[config.mk]
export PLATFORM = sky130hd
export DESIGN_NAME = seq_divider4_flat
export DESIGN_NICKNAME = d
export VERILOG_FILES = /design/src/rtl/seq_divider4_if.sv /design/src/rtl/seq_divider4.sv /design/src/flat_wrapper.sv
export SDC_FILE = /design/constraint.sdc
export NUM_CORES = 1
export LEC_CHECK = 0
export ABC_AREA = 1
export BUFFER_PORTS_ARGS = -buffer_cell sky130_fd_sc_hd__buf_4
export CAP_MARGIN = 20
export CORE_MARGIN = 5
export CORE_UTILIZATION = 42
export DETAILED_ROUTE_END_ITERATION = 8
export MAX_ROUTING_LAYER = met4
export PLACE_DENSITY = 0.7
export SLEW_MARGIN = 20
export SYNTH_ARGS = -nofsm -noshare
export SYNTH_HDL_FRONTEND = slang
export SYNTH_SLANG_ARGS = --single-unit
[constraint.sdc]
create_clock -name clk -period 2.3 [get_ports clk]
set_clock_uncertainty 0.05 [all_clocks]
set_input_delay 0.46 -clock clk [delete_from_list [all_inputs] [get_ports clk]]
set_output_delay 0.46 -clock clk [all_outputs]
set_load 0.01 [all_outputs]
[src/rtl/seq_divider4_if.sv]
// Handshake/operand bundle for the sequential restoring divider.
// The controller drives start and the operands; the divider returns status and results.
interface seq_divider4_if #(
  parameter int WIDTH = 4
);
  logic             start;
  logic [WIDTH-1:0] dividend;
  logic [WIDTH-1:0] divisor;
  logic             busy;
  logic             done;
  logic [WIDTH-1:0] quotient;
  logic [WIDTH-1:0] remainder;
  logic             div_by_zero;

  modport master (
    output start, dividend, divisor,
    input  busy, done, quotient, remainder, div_by_zero
  );

  modport slave (
    input  start, dividend, divisor,
    output busy, done, quotient, remainder, div_by_zero
  );
endinterface

[src/rtl/seq_divider4.sv]
// Unsigned restoring divider that produces one quotient bit per clock.
// Flow is IDLE -> CALC (WIDTH edges) -> DONE; a zero divisor skips CALC and flags div_by_zero.

// One restoring step: shift the next dividend bit into the partial remainder,
// then subtract the divisor if the result does not go negative.
module seq_divider4_step #(
  parameter int WIDTH = 4
) (
  input  logic [WIDTH-1:0] i_prem,
  input  logic             i_bit,
  input  logic [WIDTH-1:0] i_dvs,
  output logic [WIDTH-1:0] o_rem,
  output logic             o_qbit
);
  // The full partial remainder is kept: with a large divisor its MSB can be set,
  // so the trial value needs WIDTH+1 bits.
  logic [WIDTH:0] w_trial;
  logic [WIDTH:0] w_diff;

  assign w_trial = {i_prem, i_bit};
  assign w_diff  = w_trial - {1'b0, i_dvs};
  assign o_qbit  = (w_trial >= {1'b0, i_dvs});
  assign o_rem   = o_qbit ? w_diff[WIDTH-1:0] : w_trial[WIDTH-1:0];
endmodule

module seq_divider4 #(
  parameter int WIDTH = 4
) (
  input  logic          clk,
  input  logic          rst,
  seq_divider4_if.slave s
);
  localparam int CW = (WIDTH > 2) ? $clog2(WIDTH) : 1;

  typedef enum logic [1:0] {IDLE, CALC, DONE} state_t;

  state_t           r_state;
  logic [CW-1:0]    r_cnt;
  logic [WIDTH-1:0] r_dvd;
  logic [WIDTH-1:0] r_dvs;
  logic [WIDTH-1:0] r_prem;
  logic [WIDTH-1:0] r_qacc;
  logic [WIDTH-1:0] r_quot;
  logic [WIDTH-1:0] r_rem;
  logic             r_busy;
  logic             r_done;
  logic             r_dbz;
  logic             r_zpend;

  logic [WIDTH-1:0] w_nrem;
  logic             w_qbit;
  logic [WIDTH-1:0] w_qnext;

  seq_divider4_step #(.WIDTH(WIDTH)) u_step (
    .i_prem (r_prem),
    .i_bit  (r_dvd[WIDTH-1]),
    .i_dvs  (r_dvs),
    .o_rem  (w_nrem),
    .o_qbit (w_qbit)
  );

  assign w_qnext = {r_qacc[WIDTH-2:0], w_qbit};

  always_ff @(posedge clk) begin
    if (rst) begin
      r_state <= IDLE;
      r_cnt   <= '0;
      r_dvd   <= '0;
      r_dvs   <= '0;
      r_prem  <= '0;
      r_qacc  <= '0;
      r_quot  <= '0;
      r_rem   <= '0;
      r_busy  <= 1'b0;
      r_done  <= 1'b0;
      r_dbz   <= 1'b0;
      r_zpend <= 1'b0;
    end else begin
      r_done <= 1'b0;
      case (r_state)
        IDLE: begin
          // A zero divisor spends one idle cycle before DONE so its done pulse
          // lands one cycle after the capture edge; start is ignored meanwhile.
          if (r_zpend) begin
            r_zpend <= 1'b0;
            r_quot  <= '1;
            r_rem   <= r_dvd;
            r_dbz   <= 1'b1;
            r_done  <= 1'b1;
            r_state <= DONE;
          end else if (s.start) begin
            r_dvd <= s.dividend;
            r_dvs <= s.divisor;
            if (s.divisor == '0) begin
              r_zpend <= 1'b1;
            end else begin
              r_prem  <= '0;
              r_qacc  <= '0;
              r_cnt   <= CW'(WIDTH - 1);
              r_busy  <= 1'b1;
              r_state <= CALC;
            end
          end
        end
        CALC: begin
          r_prem <= w_nrem;
          r_qacc <= w_qnext;
          r_dvd  <= r_dvd << 1;
          r_cnt  <= r_cnt - 1'b1;
          if (r_cnt == '0) begin
            r_quot  <= w_qnext;
            r_rem   <= w_nrem;
            r_dbz   <= 1'b0;
            r_busy  <= 1'b0;
            r_done  <= 1'b1;
            r_state <= DONE;
          end
        end
        DONE:    r_state <= IDLE;
        default: r_state <= IDLE;
      endcase
    end
  end

  assign s.busy        = r_busy;
  assign s.done        = r_done;
  assign s.quotient    = r_quot;
  assign s.remainder   = r_rem;
  assign s.div_by_zero = r_dbz;
endmodule

[src/flat_wrapper.sv]
// flat-port wrapper written by rule: the top's interface ports become plain ports
module seq_divider4_flat 
#(
  parameter int WIDTH = 4
)
  (clk, rst, s_start, s_dividend, s_divisor, s_busy, s_done, s_quotient, s_remainder, s_div_by_zero);
  seq_divider4_if #(.WIDTH(WIDTH)) s_i ();
  input  logic clk;
  input  logic rst;
  input wire logic [$bits(s_i.start)-1:0] s_start;
  input wire logic [$bits(s_i.dividend)-1:0] s_dividend;
  input wire logic [$bits(s_i.divisor)-1:0] s_divisor;
  output wire logic [$bits(s_i.busy)-1:0] s_busy;
  output wire logic [$bits(s_i.done)-1:0] s_done;
  output wire logic [$bits(s_i.quotient)-1:0] s_quotient;
  output wire logic [$bits(s_i.remainder)-1:0] s_remainder;
  output wire logic [$bits(s_i.div_by_zero)-1:0] s_div_by_zero;
  assign s_i.start = s_start;
  assign s_i.dividend = s_dividend;
  assign s_i.divisor = s_divisor;
  assign s_busy = s_i.busy;
  assign s_done = s_i.done;
  assign s_quotient = s_i.quotient;
  assign s_remainder = s_i.remainder;
  assign s_div_by_zero = s_i.div_by_zero;
  seq_divider4 #(.WIDTH(WIDTH)) u_core (.clk(clk), .rst(rst), .s(s_i));
endmodule
### Word-level counts from Yosys, hierarchy flattened

Index checks and enable logic that the tools add are counted.

| storage, ports and cells | value |
|---|---|
| logic and storage cells | 71 |
| register bits after elaboration | 31 |
| bits of input ports | 11 |
| output and inout port bits | 11 |

| operators by class | value |
|---|---|
| reductions and logical operators | 10 |
| mux-type cells | 37 |
| eq/ne operators | 8 |
| order comparisons | 1 |
| bitwise logic cells | 1 |
| add/sub/neg operators | 2 |

Operators with widths:

| operator | number |
|---|---|
| $mux W4 | 10 |
| $pmux W4 S2 | 4 |
| $mux W2 | 7 |
| $reduce_and A3 Y1 | 4 |
| $mux W1 | 10 |
| $pmux W2 S2 | 2 |
| $ne A2 B2 Y1 const B | 3 |
| $ne A3 B2 Y1 const B | 2 |
| $pmux W1 S2 | 3 |
| $pmux W3 S2 | 1 |
| $ge A5 B4 Y1 | 1 |
| $reduce_and A5 Y1 | 1 |
| $logic_not A2 Y1 | 2 |
| $logic_not A4 Y1 | 1 |
| $ne A2 B1 Y1 const B | 2 |
| $reduce_and A4 Y1 | 1 |
| $sub A4 B4 Y4 | 1 |
| $eq A2 B1 Y1 const B | 1 |
| $reduce_bool A2 Y1 | 1 |
| $sub A2 B1 Y2 const B | 1 |
| $not A1 Y1 | 1 |

### Logic depth before layout (Yosys ltp)

| logic depth | value |
|---|---|
| depth after elaboration | 5 |
| depth in mapped cells | 12 |
| mapped depth without buffers | 12 |

### Hierarchy

A second synthesis with hierarchy kept.

| second synthesis, totals | value |
|---|---|
| cell total of the unflattened synthesis | 196 |
| area, all modules | 1,496.4 µm² |

Modules (own cells, without submodules):

| module | sequential area each (µm²) | instances | area an instance (µm²) | cells each |
|---|---|---|---|---|
| seq_divider4 | 620.6 | 1 | 1,242.4 | 157 |
| seq_divider4_step | 0.0 | 1 | 254.0 | 39 |

### Least setup slack after synthesis

OpenSTA, ideal clock, no wires.

| path | value |
|---|---|
| path kind | reg-to-reg |
| start | register u_core.r_dvs[2] |
| end | register u_core.r_prem[1] |
| arrival time | 1.387 ns |
| path slack | 0.753 ns |
| cell stages (with the launch flop) | 11 |
| period minus slack after synthesis | 1.547 ns |
| buffers on the path | 0 |
| library setup time | 0.110 ns |
| data required time | 2.140 ns |
| path through | dfxtp_1 -> inv_1 -> ha_1 -> a21oi_1 -> nand2_1 -> nand2_2 -> nand2_1 -> nand3_1 -> nand3_1 -> nand2_1 -> inv_1 |

| between the ends | value |
|---|---|
| cells in the longest elaborated chain, start to end | 3 |

RTL lines:

| element | line | text |
|---|---|---|
| start: declaration | seq_divider4.sv:40 | `logic [WIDTH-1:0] r_dvs;` |
| start signal: assignment | seq_divider4.sv:93 | `r_dvs <= s.divisor;` |
| $ge A5 B4 Y1 | seq_divider4.sv:22 | `assign o_qbit = (w_trial >= {1'b0, i_dvs});` |
| $mux W4 | seq_divider4.sv:23 | `assign o_rem = o_qbit ? w_diff[WIDTH-1:0] : w_trial[WIDTH-1:0];` |
| $pmux W4 S2 | seq_divider4.sv:80 | `case (r_state)` |
| end signal: assignment | seq_divider4.sv:106 | `r_prem <= w_nrem;` |
| end: declaration | seq_divider4.sv:41 | `logic [WIDTH-1:0] r_prem;` |

No other way between the ends.
A chain may end at the register's enable or synchronous reset.

### Worst setup path after layout

| path | value |
|---|---|
| start | register u_core.r_prem[1] |
| end | register u_core.r_rem[3], in the netlist u_core.s.remainder[3] |

| between the ends | value |
|---|---|
| cells in the longest elaborated chain, start to end | 4 |
| elaborated cells on any way between the ends | 5 |
| classes of those cells | add/sub (1); order compare (1); mux (3) |

RTL lines:

| element | line | text |
|---|---|---|
| $sub A4 B4 Y4 or $ge A5 B4 Y1 (tied branches) | seq_divider4.sv:21, seq_divider4.sv:22 |  |
| $mux W4 * | seq_divider4.sv:23 |  |
| $mux W4 * | seq_divider4.sv:110 | `if (r_cnt == '0) begin` |
| $pmux W4 S2 * | seq_divider4.sv:80 |  |
| end signal: assignment | seq_divider4.sv:87 | `r_rem <= r_dvd;` |
| end signal: assignment | seq_divider4.sv:112 | `r_rem <= w_nrem;` |
| end: declaration | seq_divider4.sv:44 | `logic [WIDTH-1:0] r_rem;` |

Every way passes the cells marked *; elsewhere a longest branch is shown, timed or not. The select of a mux whose other input is x is not followed.

==> metrics.txt <==
status=finished clean; CTS tree=yes; syn avg cell area=7.22 um^2; Worst EP required=2.49 ns; Nets=247; layout cells sized above 1=18.3%; post-synth net total=223; DP Worst Slack=0.590 ns; Die Y=69.5 um; Root Driver=clkbuf_4; Cell Area, Synth=0.00149 mm^2; Sink Count=31; hold path cells=2; Crit Path Class=reg -> reg; CTS Hold Bufs=0; CP Capture Type=register; worst setup margin=0.567 ns; Post-CTS Setup Bufs=0; Inst Count DP=269; first-pass GRT wire length=5.16 mm; Max VDD drop=0.000399 V; DR iter-0 viols=64; Post-CTS Resized=0; Post-DP HPWL=2.18 mm; Hold Path Class=in -> reg; Max-Cap Viols=0; Die Span X=69.5 um; Register Area=621 um^2; Rel. slew slack=65.1%; synth top area cells=dfxtp_1 (42%), inv_1 (9.3%), nand2_1 (9.3%); Vias/cell=4.71; DRT Pass-1 Iters=4; Initial Util=43.9%; Clk pin slew, worst setup/hold paths=0.10 ns; PnR Total Power=1380 uW; vias post-DR=1301; Critical Path Fanout Max=6; post-route clock period utilization=75.4%; Slew @ Worst Pin=0.524 ns; setup TNS=0 ns; Synth warnings=0; Power per Cell Area=800 mW/mm^2; Total Wirelength=2.93 mm; TritonCTS Buffers=5; Residual DRC=0; FF-to-FF End=u_core.s.remainder[3]$_SDFFE_PP0P_; crit path to=u_core.s.remainder[3]$_SDFFE_PP0P_; Multi-input gate area=677 um^2; final cell count without fillers=276; Layout area overhead=16.4%; clk_lat worst skew=0.33 ns; R2R setup slack=0.57 ns; Fillers=353; GP Congestion=0.832; number of global-route vias before repair=1158; post-synth top area share=41.8%; Buffers on Ports=21; Arrival @ worst endpoint=1.93 ns; WL/cell=10.6 um; Yosys reg bits=31; antenna cells=0; Setup violations, final=0; die area=0.00483 mm^2; largest net degree at the start of global routing=20; max-slew violation count=0; H-tree levels=2; CORE AREA=0.00339 mm^2; cell taking the most area after synthesis=dfxtp_1; RR Startpoint=u_core.r_prem[1]$_SDFFE_PP0P_; Fmax achieved=577 MHz; Worst Setup SP=u_core.r_prem[1]$_SDFFE_PP0P_; antenna violations before repair=0; # IOs=22; sequential share of the synthesized area=41.8%; Period minus WS final=1.73 ns; Hold Fails Final Rpt=0; GRT overflow=0; cells on worst reg2reg path=9; Syn Inst Count=206; Yosys cell types=23; worst hold margin=0.349 ns; Final ANT Viol Nets=0; startpoint types=register; cell row count=21; RSZ-0062 raised after global routing=false; Overall Global Routing Usage=13.6%; maximum root-to-sink buffer count=2; Worst Min Path Start=rst; P_leak=0.000892 uW
state kept, by name, indices dropped and copies added, names as in the netlist, 2 cells and up:
name,flops
u_core.r_qacc,3
u_core.r_prem,4
u_core.r_state,2
u_core.s.remainder,4
u_core.r_dvs,4
u_core.r_cnt,2
u_core.r_dvd,4
u_core.s.quotient,4
cell usage after synthesis:
master / n
inv_1: 37
o21ai_1: 12
o21ai_2: 1
or2_0: 1
fa_1: 1
inv_2: 4
ha_1: 5
nor2_2: 3
a211oi_1: 1
xor2_1: 1
a21oi_1: 20
clkbuf_1: 2
nand4_1: 5
buf_2: 1
nor2_4: 1
buf_6: 2
nand2_1: 37
nand2_2: 4
nand3_1: 16
o211ai_1: 1
dfxtp_1: 31
nor2_1: 8
o21ai_0: 12
per-stage QoR:
step / area [um^2] / utilization [%]
floorplan: 1490 / -
global placement: 1670 / 49.4
detailed placement: 1670 / 49.4
CTS: 1730 / 51.1
global route: 1730 / 51.1
finish: 1730 / 51.1
layout make-up:
class,count,share of cell area [%]
multi-input cells,129,39.1
flip-flops and latches,31,35.9
repair buffers,22,9.54
inverters,41,8.89
well taps,46,3.33
clock buffers,6,2.96
clock inverters,1,0.289
layout by cell type (no fill, tap or decap), drive strengths merged:
master	n
fa	1
clkbuf	6
a21oi	20
nand4	5
nand3	16
nor2	12
xor2	1
ha	5
inv	41
dfxtp	31
o21ai	25
buf	22
o211ai	1
nand2	41
a211oi	1
or2	1
clkinv	1
metal layers:
| layer | vias up | routed length (um) | GRT usage, % |
|---|---|---|---|
| met4 | 0 | 42 | 4.56 |
| met1 | 552 | 1470 | 17.9 |
| li1 | 711 | - | - |
| met2 | 32 | 1230 | 18.6 |
| met5 | - | 0 | - |
| met3 | 6 | 183 | 5.80 |
worst max-delay path: stages (launching register included):
cell and delay (ns):
dfxtp_1 0.35, ha_1 0.36, a21oi_1 0.24, nand2_1 0.10, nand2_2 0.11, nand2_1 0.13, nand3_1 0.13, nand3_1 0.08
nand2_1 0.06, inv_1 0.04
where the power goes:
part	total, uW	leakage [uW]	internal, uW	switching (uW)
clock	320	0.0000341	141	178
sequential	638	0.000254	603	35.3
combinational	426	0.000603	161	265
total	1380	0.000892	906	478
kinds of logic after synthesis:
logic type,count (synthesis),share of synthesized area (%)
AND/OR/NAND/NOR,75,23.0
AO/OA/AOI/OAI,47,16.4
buffers and inverters,46,12.7
flip-flops,31,41.8
adder cells (fa/ha/maj),6,5.56
XOR/XNOR,1,0.589
worst min-delay path by stage:
stage / slack, ns / end
2_1_floorplan: 0.38 / u_core.r_dvs[2]$_SDFFE_PP0P_
6_report: 0.35 / u_core.r_qacc[0]$_SDFFE_PP0P_
3_5_place_dp: 0.39 / u_core.s.busy$_SDFFE_PP0P_
4_1_cts: 0.34 / u_core.r_state[0]$_SDFFE_PP0P_
3_3_place_gp: 0.39 / u_core.s.busy$_SDFFE_PP0P_
5_1_grt: 0.34 / u_core.s.quotient[1]$_SDFFE_PP0P_
(Power assumes the default switching activity.)
